## config.mk

```make
export PLATFORM = sky130hd
export DESIGN_NAME = lcd_update_scheduler
export DESIGN_NICKNAME = d
export VERILOG_FILES = /design/src/rtl/lcd_pkg.sv /design/src/rtl/lcd_update_scheduler_chan_tracker.sv /design/src/rtl/lcd_update_scheduler.sv
export SDC_FILE = /design/constraint.sdc
export NUM_CORES = 1
export LEC_CHECK = 0
export BUFFER_PORTS_ARGS = -buffer_cell sky130_fd_sc_hd__buf_2
export CORE_UTILIZATION = 50
export DETAILED_ROUTE_END_ITERATION = 16
export PLACE_DENSITY = 0.86
export SLEW_MARGIN = 20
export SYNTH_ARGS = -nofsm -noshare
export SYNTH_HDL_FRONTEND = slang
export SYNTH_SLANG_ARGS = --single-unit
```

## constraint.sdc

```tcl
create_clock -name clk -period 1.85 [get_ports clk]
set_input_delay 0.37 -clock clk [delete_from_list [all_inputs] [get_ports clk]]
set_output_delay 0.37 -clock clk [all_outputs]
set_load 0.01 [all_outputs]
```

## src/rtl/lcd_pkg.sv

```systemverilog
// ============================================================================
// Module   : lcd_pkg
// Brief    : Shared arbitration constants and scheduler FSM encoding.
// Revision : 1.0
// ============================================================================
`default_nettype none

package lcd_pkg;

  localparam int ARB_FIXED = 0;
  localparam int ARB_RR    = 1;

  typedef enum logic [1:0] {
    IDLE  = 2'd0,
    OFFER = 2'd1,
    HOLD  = 2'd2
  } state_t;

endpackage

`default_nettype wire

```

## src/rtl/lcd_update_scheduler_chan_tracker.sv

```systemverilog
// ============================================================================
// Module   : chan_tracker
// Brief    : Per-channel shadow register and pending flag (set beats clear).
// Revision : 1.0
// ============================================================================
`default_nettype none

module chan_tracker #(
  parameter int                WIDTH       = 3,
  parameter logic [WIDTH-1:0]  RESET_VALUE = '0
) (
  input  logic             clk,
  input  logic             reset,
  input  logic [WIDTH-1:0] ch_i,
  input  logic             set_refresh,
  input  logic             clr_serve,
  output logic [WIDTH-1:0] value,
  output logic             pending
);

  logic [WIDTH-1:0] shadow_q;
  logic             pending_q;
  logic             pending_d;
  logic             changed;

  assign changed   = (ch_i != shadow_q);
  assign pending_d = (pending_q & ~clr_serve) | changed | set_refresh;

  always_ff @(posedge clk or posedge reset) begin
    if (reset) begin
      shadow_q  <= RESET_VALUE;
      pending_q <= 1'b0;
    end else begin
      if (changed) begin
        shadow_q <= ch_i;
      end
      pending_q <= pending_d;
    end
  end

  assign value   = shadow_q;
  assign pending = pending_q;

endmodule

`default_nettype wire

```

## src/rtl/lcd_update_scheduler.sv

```systemverilog
// ============================================================================
// Module   : lcd_update_scheduler
// Brief    : Coalescing change detector that offers one channel update at a
//            time to the LCD writer, with optional hold-off between updates.
// Revision : 1.0
// ============================================================================
`default_nettype none

module lcd_update_scheduler
  import lcd_pkg::*;
#(
  parameter int                       NUM_CH       = 4,
  parameter int                       WIDTH        = 3,
  parameter logic [NUM_CH*WIDTH-1:0]  RESET_VALUES = '0,
  parameter int                       ARB_MODE     = ARB_FIXED,
  parameter int                       HOLDOFF      = 0,
  parameter int                       IDX_W        = (NUM_CH > 1) ? $clog2(NUM_CH) : 1
) (
  input  logic                    clk,
  input  logic                    reset,
  input  logic [NUM_CH*WIDTH-1:0] ch_in,
  input  logic                    refresh_all,
  output logic                    upd_valid,
  output logic [IDX_W-1:0]        upd_idx,
  output logic [WIDTH-1:0]        upd_data,
  input  logic                    upd_ready,
  output logic [NUM_CH-1:0]       pending,
  output logic                    busy
);

  localparam int CNT_W = (HOLDOFF > 1) ? $clog2(HOLDOFF) : 1;

  state_t            state_q, state_d;
  logic [IDX_W-1:0]  idx_q, idx_d;
  logic [WIDTH-1:0]  data_q, data_d;
  logic [IDX_W-1:0]  ptr_q, ptr_d;
  logic [CNT_W-1:0]  cnt_q, cnt_d;

  logic [NUM_CH-1:0] pend_vec;
  logic [NUM_CH-1:0] clr_vec;
  logic [WIDTH-1:0]  ch_arr   [NUM_CH];
  logic [WIDTH-1:0]  shad_arr [NUM_CH];
  logic [WIDTH-1:0]  post_arr [NUM_CH];

  logic              serve;
  logic              sel_found;
  logic [IDX_W-1:0]  sel_idx;
  logic              hi_found, lo_found;
  logic [IDX_W-1:0]  hi_idx, lo_idx;
  int                base;

  for (genvar gi = 0; gi < NUM_CH; gi++) begin : g_ch
    assign ch_arr[gi]  = ch_in[gi*WIDTH +: WIDTH];
    assign clr_vec[gi] = serve && (sel_idx == IDX_W'(gi));
    // Shadow value as it will be after this edge, so a served channel
    // that is changing right now is offered with its newest value.
    assign post_arr[gi] = (ch_arr[gi] != shad_arr[gi]) ? ch_arr[gi] : shad_arr[gi];

    chan_tracker #(
      .WIDTH       (WIDTH),
      .RESET_VALUE (RESET_VALUES[gi*WIDTH +: WIDTH])
    ) u_trk (
      .clk         (clk),
      .reset       (reset),
      .ch_i        (ch_arr[gi]),
      .set_refresh (refresh_all),
      .clr_serve   (clr_vec[gi]),
      .value       (shad_arr[gi]),
      .pending     (pend_vec[gi])
    );
  end

  // Lowest pending index at or above the search base, else lowest overall.
  always_comb begin
    base     = (ARB_MODE == ARB_RR) ? int'(ptr_q) : 0;
    hi_found = 1'b0;
    lo_found = 1'b0;
    hi_idx   = '0;
    lo_idx   = '0;
    for (int j = 0; j < NUM_CH; j++) begin
      if (pend_vec[j] && !lo_found) begin
        lo_found = 1'b1;
        lo_idx   = IDX_W'(j);
      end
      if (pend_vec[j] && !hi_found && (j >= base)) begin
        hi_found = 1'b1;
        hi_idx   = IDX_W'(j);
      end
    end
    sel_found = lo_found;
    sel_idx   = hi_found ? hi_idx : lo_idx;
  end

  always_comb begin
    state_d = state_q;
    idx_d   = idx_q;
    data_d  = data_q;
    ptr_d   = ptr_q;
    cnt_d   = cnt_q;
    serve   = 1'b0;
    case (state_q)
      IDLE: begin
        if (sel_found) begin
          serve   = 1'b1;
          idx_d   = sel_idx;
          data_d  = post_arr[sel_idx];
          ptr_d   = (sel_idx == IDX_W'(NUM_CH - 1)) ? '0 : sel_idx + IDX_W'(1);
          state_d = OFFER;
        end
      end
      OFFER: begin
        if (upd_ready) begin
          if (HOLDOFF == 0) begin
            state_d = IDLE;
          end else begin
            state_d = HOLD;
            cnt_d   = CNT_W'(HOLDOFF - 1);
          end
        end
      end
      HOLD: begin
        if (cnt_q == '0) begin
          state_d = IDLE;
        end else begin
          cnt_d = cnt_q - CNT_W'(1);
        end
      end
      default: state_d = IDLE;
    endcase
  end

  always_ff @(posedge clk or posedge reset) begin
    if (reset) begin
      state_q <= IDLE;
      idx_q   <= '0;
      data_q  <= '0;
      ptr_q   <= '0;
      cnt_q   <= '0;
    end else begin
      state_q <= state_d;
      idx_q   <= idx_d;
      data_q  <= data_d;
      ptr_q   <= ptr_d;
      cnt_q   <= cnt_d;
    end
  end

  assign upd_valid = (state_q == OFFER);
  assign upd_idx   = idx_q;
  assign upd_data  = data_q;
  assign pending   = pend_vec;
  assign busy      = (state_q != IDLE) || (|pend_vec);

endmodule

`default_nettype wire

```

==> results <==
- The run finished, with violations left.
- The final reports fail on negative setup slack.
- The cell sitting at the root of the clock tree is a clkbuf_4.
- Setup slack on the worst reg-to-reg path comes out at between 0.3 and 0.4 ns.
- The end of the worst register-to-register path is upd_data[1]$_DFFE_PP0P_.
- The fraction of layout cells with a size suffix above 1 is 30.58%.
- Power spread over the standard cell area amounts to between 900 and 1000 mW/mm².
- After clock tree synthesis, the clock-pin slew on the worst setup and hold paths is 0.11 ns.
- The synthesized design contains 0 enable-type register cells.
- STA classifies the critical path endpoint as an output pin.
- The synthesized netlist contains 27 unique library cells.
- The number of DRC markers after the initial detailed-route iteration is 14.
- Clock skew on the completed layout was measured at roughly 0.0012 ns.
- Setup repair after global routing could not meet its margin everywhere.
- In this run the critical register-to-register path is launched from g_ch[2].u_trk.pending$_DFF_PP0_.
- The synthesized area per cell is just under 10 µm².
- In this run the cell area of the synthesized design comes to roughly 0.0010 mm².
- The total overflow left after global routing is 0.
- The proportion of register bits with asynchronous set or reset after synthesis is between 90% and 100%.
- The smallest clock period supported by the final layout is computed as between 1.5 and 2 ns.
- The placed wire-length estimate after detailed placement is ~1.3 mm.
- The number of nets in the finished design is roughly 140.
- The highest-delay cell along the critical path is dfrtp_1.
- The routability congestion estimate is roughly 0.75.
- The detail route stage leaves a number of antenna-violating nets equal to 0.
- In this run the number of H-tree levels came out at 1.
- The first detailed-routing pass took 4 iterations.
- The total I/O pin count is 27.
- Clock latency on the worst-skew pair, taken at its later pin, is ~0.30 ns.
- STA classifies the critical path startpoint as a flop.
- The path type of the worst setup path is reg -> out.
- The worst-case IR drop observed on VDD is between 0.0006 and 0.0007 V.
- The synthesized design contains 22 register bits.
- The total number of clock tree sinks is 22.
- The area of the core is just under 0.002 mm².
- The number of non-filler instances in the completed layout is around 150.
- The synthesized instance count is ~110.
- The number of nets in the synthesized netlist is approximately 120.
- Derived from the worst setup path, the maximum achievable clock frequency is between 500 and 600 MHz.
- The critical path goes through or3_4, or3_1, buf_2.
- The die covers ~0.0023 mm².
- The number of CTS-inserted buffers is 3.
- The fraction of the yosys area taken by sequential cells is a little over half.
- The number of remaining DRC errors is 0.
- The floorplan has 16 rows.
- The number of antenna diodes in the final layout is 0.
- In this run the tightest slew margin relative to its limit is between 70% and 80%.
- From synthesis to final layout, the design area changed by 13.45%.
- The number of cells on the worst reg-to-reg path is 4.
- The initial antenna violation count is 0.
- The average vias per placed instance is 5.243.
- In the post-synthesis netlist, the biggest area contributors are dfrtp_1 53%, xor2_1 7.6%, clkbuf_1 4.4%, a21oi_1 3.9%, nor2_1 3.3%.
- The number of vias after detailed routing is between 700 and 800.
- The number of maximum-capacitance violations is 0.
- The total instance count after detailed placement is 142.
- The largest single stage delay on the critical path is about 0.41 ns.
- After detailed routing, the average wire length per cell comes to 12.62 µm.
- Overall power consumption after layout is estimated at roughly 1.2 mW.
- The final-layout fill cell count is between 150 and 200.
- The global-route total usage across every layer is a little under a fifth.
- In this run the worst setup path begins at state_q[0]$_DFFE_PP0P_.
- For this run, the share of the core covered by cells in the final layout is between 60% and 70%.
- The initial utilization of the core area, before any placement, comes to a little over half.
- After synthesis, the largest area contributor takes up about 53% of total cell area.
- The max-slew violation count is 0.
- For the pin with the worst max-slew slack, the measured transition is around 0.44 ns.
- The final count of hold timing violations is 0.
- OpenSTA, run right after detailed placement, puts the worst setup slack at 0.2574 ns.
- Setup violations remaining at the end of the flow were counted as 1.
- The biggest area contributor in the post-synthesis netlist is dfrtp_1.
- For this design the static power due to leakage is around 0.54 nW.
- The die width is around 47 µm.
- Data on the critical path is required at its endpoint by 1.48 ns.
- The final routed wirelength across all metal layers is 1.868 mm.
- The longest clock path from root to sink contains 2 buffers.
- TritonCTS built the clock tree.
- Among all flip-flop cells after synthesis, the most frequent one is dfrtp_1.
- The worst setup margin is -0.08890 ns.
- The number of global-route vias before repair is between 600 and 700.
- The die outline height is 47.44 µm.
- The part of the cycle the worst path needs is 104.8%.
- The count of buffers inserted at the top-level ports is 26.
- The type of the most critical hold path is in -> async.
- Along the worst path, the maximum fanout reaches 3.
- The data arrival time of the worst path is around 1.6 ns.
- The number of synthesis warnings is 0.
- The first global-routing pass estimated roughly 2.8 mm of wire.
- The maximum number of pins on one net before global-route repair is 23.
state kept, by name, summed over array words and instances (netlist names):
signal,flops
upd_data,3
upd_idx,2
state_q,1
g_ch.u_trk.value,12
g_ch.u_trk.pending,4
cell families (layout without fill, tap and decap cells):
family,count (synthesis),in the layout,share of synthesized area (%)
AOI/OAI and AO/OA,19,19,11.40
xor gates and xnor gates,12,12,10.18
buffers and inverters,26,42,12.97
DFF,22,22,53.33
and+or+nand+nor,26,26,12.12
final cells by class:
class	count	area [µm²]	area share [%]
tap	27	33.78	2.885
multi-input combinational	57	352.8	30.13
clock buffer	4	36.28	3.098
sequential	22	550.5	47.01
timing repair buffer	32	175.2	14.96
inverter	6	22.52	1.923
worst max path at each step:
stage / slack, ns / end / cells past startpoint
finish: -0.09 / busy / 3
detailed placement: 0.26 / busy / 3
global route: -0.13 / busy / 3
global placement: 0.25 / busy / 3
CTS: -0.07 / busy / 3
floorplan: 0.22 / busy / 3
critical path: cells and delay by family, from the launching register on:
kind / cells / cell delay, ns
buffers and inverters: 1 / 0.14
flip-flops: 1 / 0.41
AND/OR/NAND/NOR: 2 / 0.72
cells in the final DEF, fill, tap and decap left out, types with 2 or more instances in the layout:
master    synthesis  layout
nor3_1            2       2
o21ai_0           4       4
buf_4             4       6
nor2_1            9       9
xnor2_1           3       3
buf_2             2      26
clkbuf_4          0       3
xor2_1            9       9
o22a_1            2       2
inv_1             6       6
nand2_1           6       6
a21oi_1           8       8
dfrtp_1          22      22
nor4_1            2       2
synthesized netlist by cell type, drive strengths merged (3+ instances only):
| master | count |
|---|---|
| clkbuf | 12 |
| dfrtp | 22 |
| nor2 | 9 |
| a21oi | 8 |
| xor2 | 9 |
| nand2 | 6 |
| buf | 8 |
| o21ai | 4 |
| inv | 6 |
| xnor2 | 3 |
layer usage:
metal | up-vias | global-route usage, % | part of all wire [%]
met2 | 30 | 27.95 | 48
met5 | - | 0 | 0
met1 | 380 | 26.49 | 45
met4 | 0 | 8.571 | 0.75
met3 | 2 | 3.396 | 5.6
li1 | 364 | - | -
metrics by stage:
| stage | TNS, ns | area [µm²] | hold WS [ns] |
|---|---|---|---|
| 3_5_place_dp | 0 | 1115 | 0.4137 |
| 4_1_cts | -0.07041 | 1156 | 0.07131 |
| 2_1_floorplan | 0 | 1032 | 0.3592 |
| 3_3_place_gp | 0 | 1115 | 0.4071 |
| 5_1_grt | -0.1313 | 1171 | 0.1111 |
| 6_report | -0.08890 | 1171 | 0.06786 |
repair_timing:
item,in CTS,in global routing
pin swaps,1,1
hold endpoints to repair,0,0
hold buffers,0,0
setup endpoints to repair,1,1
gates resized for setup,1,0
buffers inserted,0,2
power by group:
group	internal (mW)	switching, mW	total (mW)	leakage (nW)
sequential	0.549	0.0337	0.583	0.246
clock	0.120	0.139	0.259	0.0210
combinational	0.148	0.168	0.317	0.277
(Power assumes the default switching activity.)
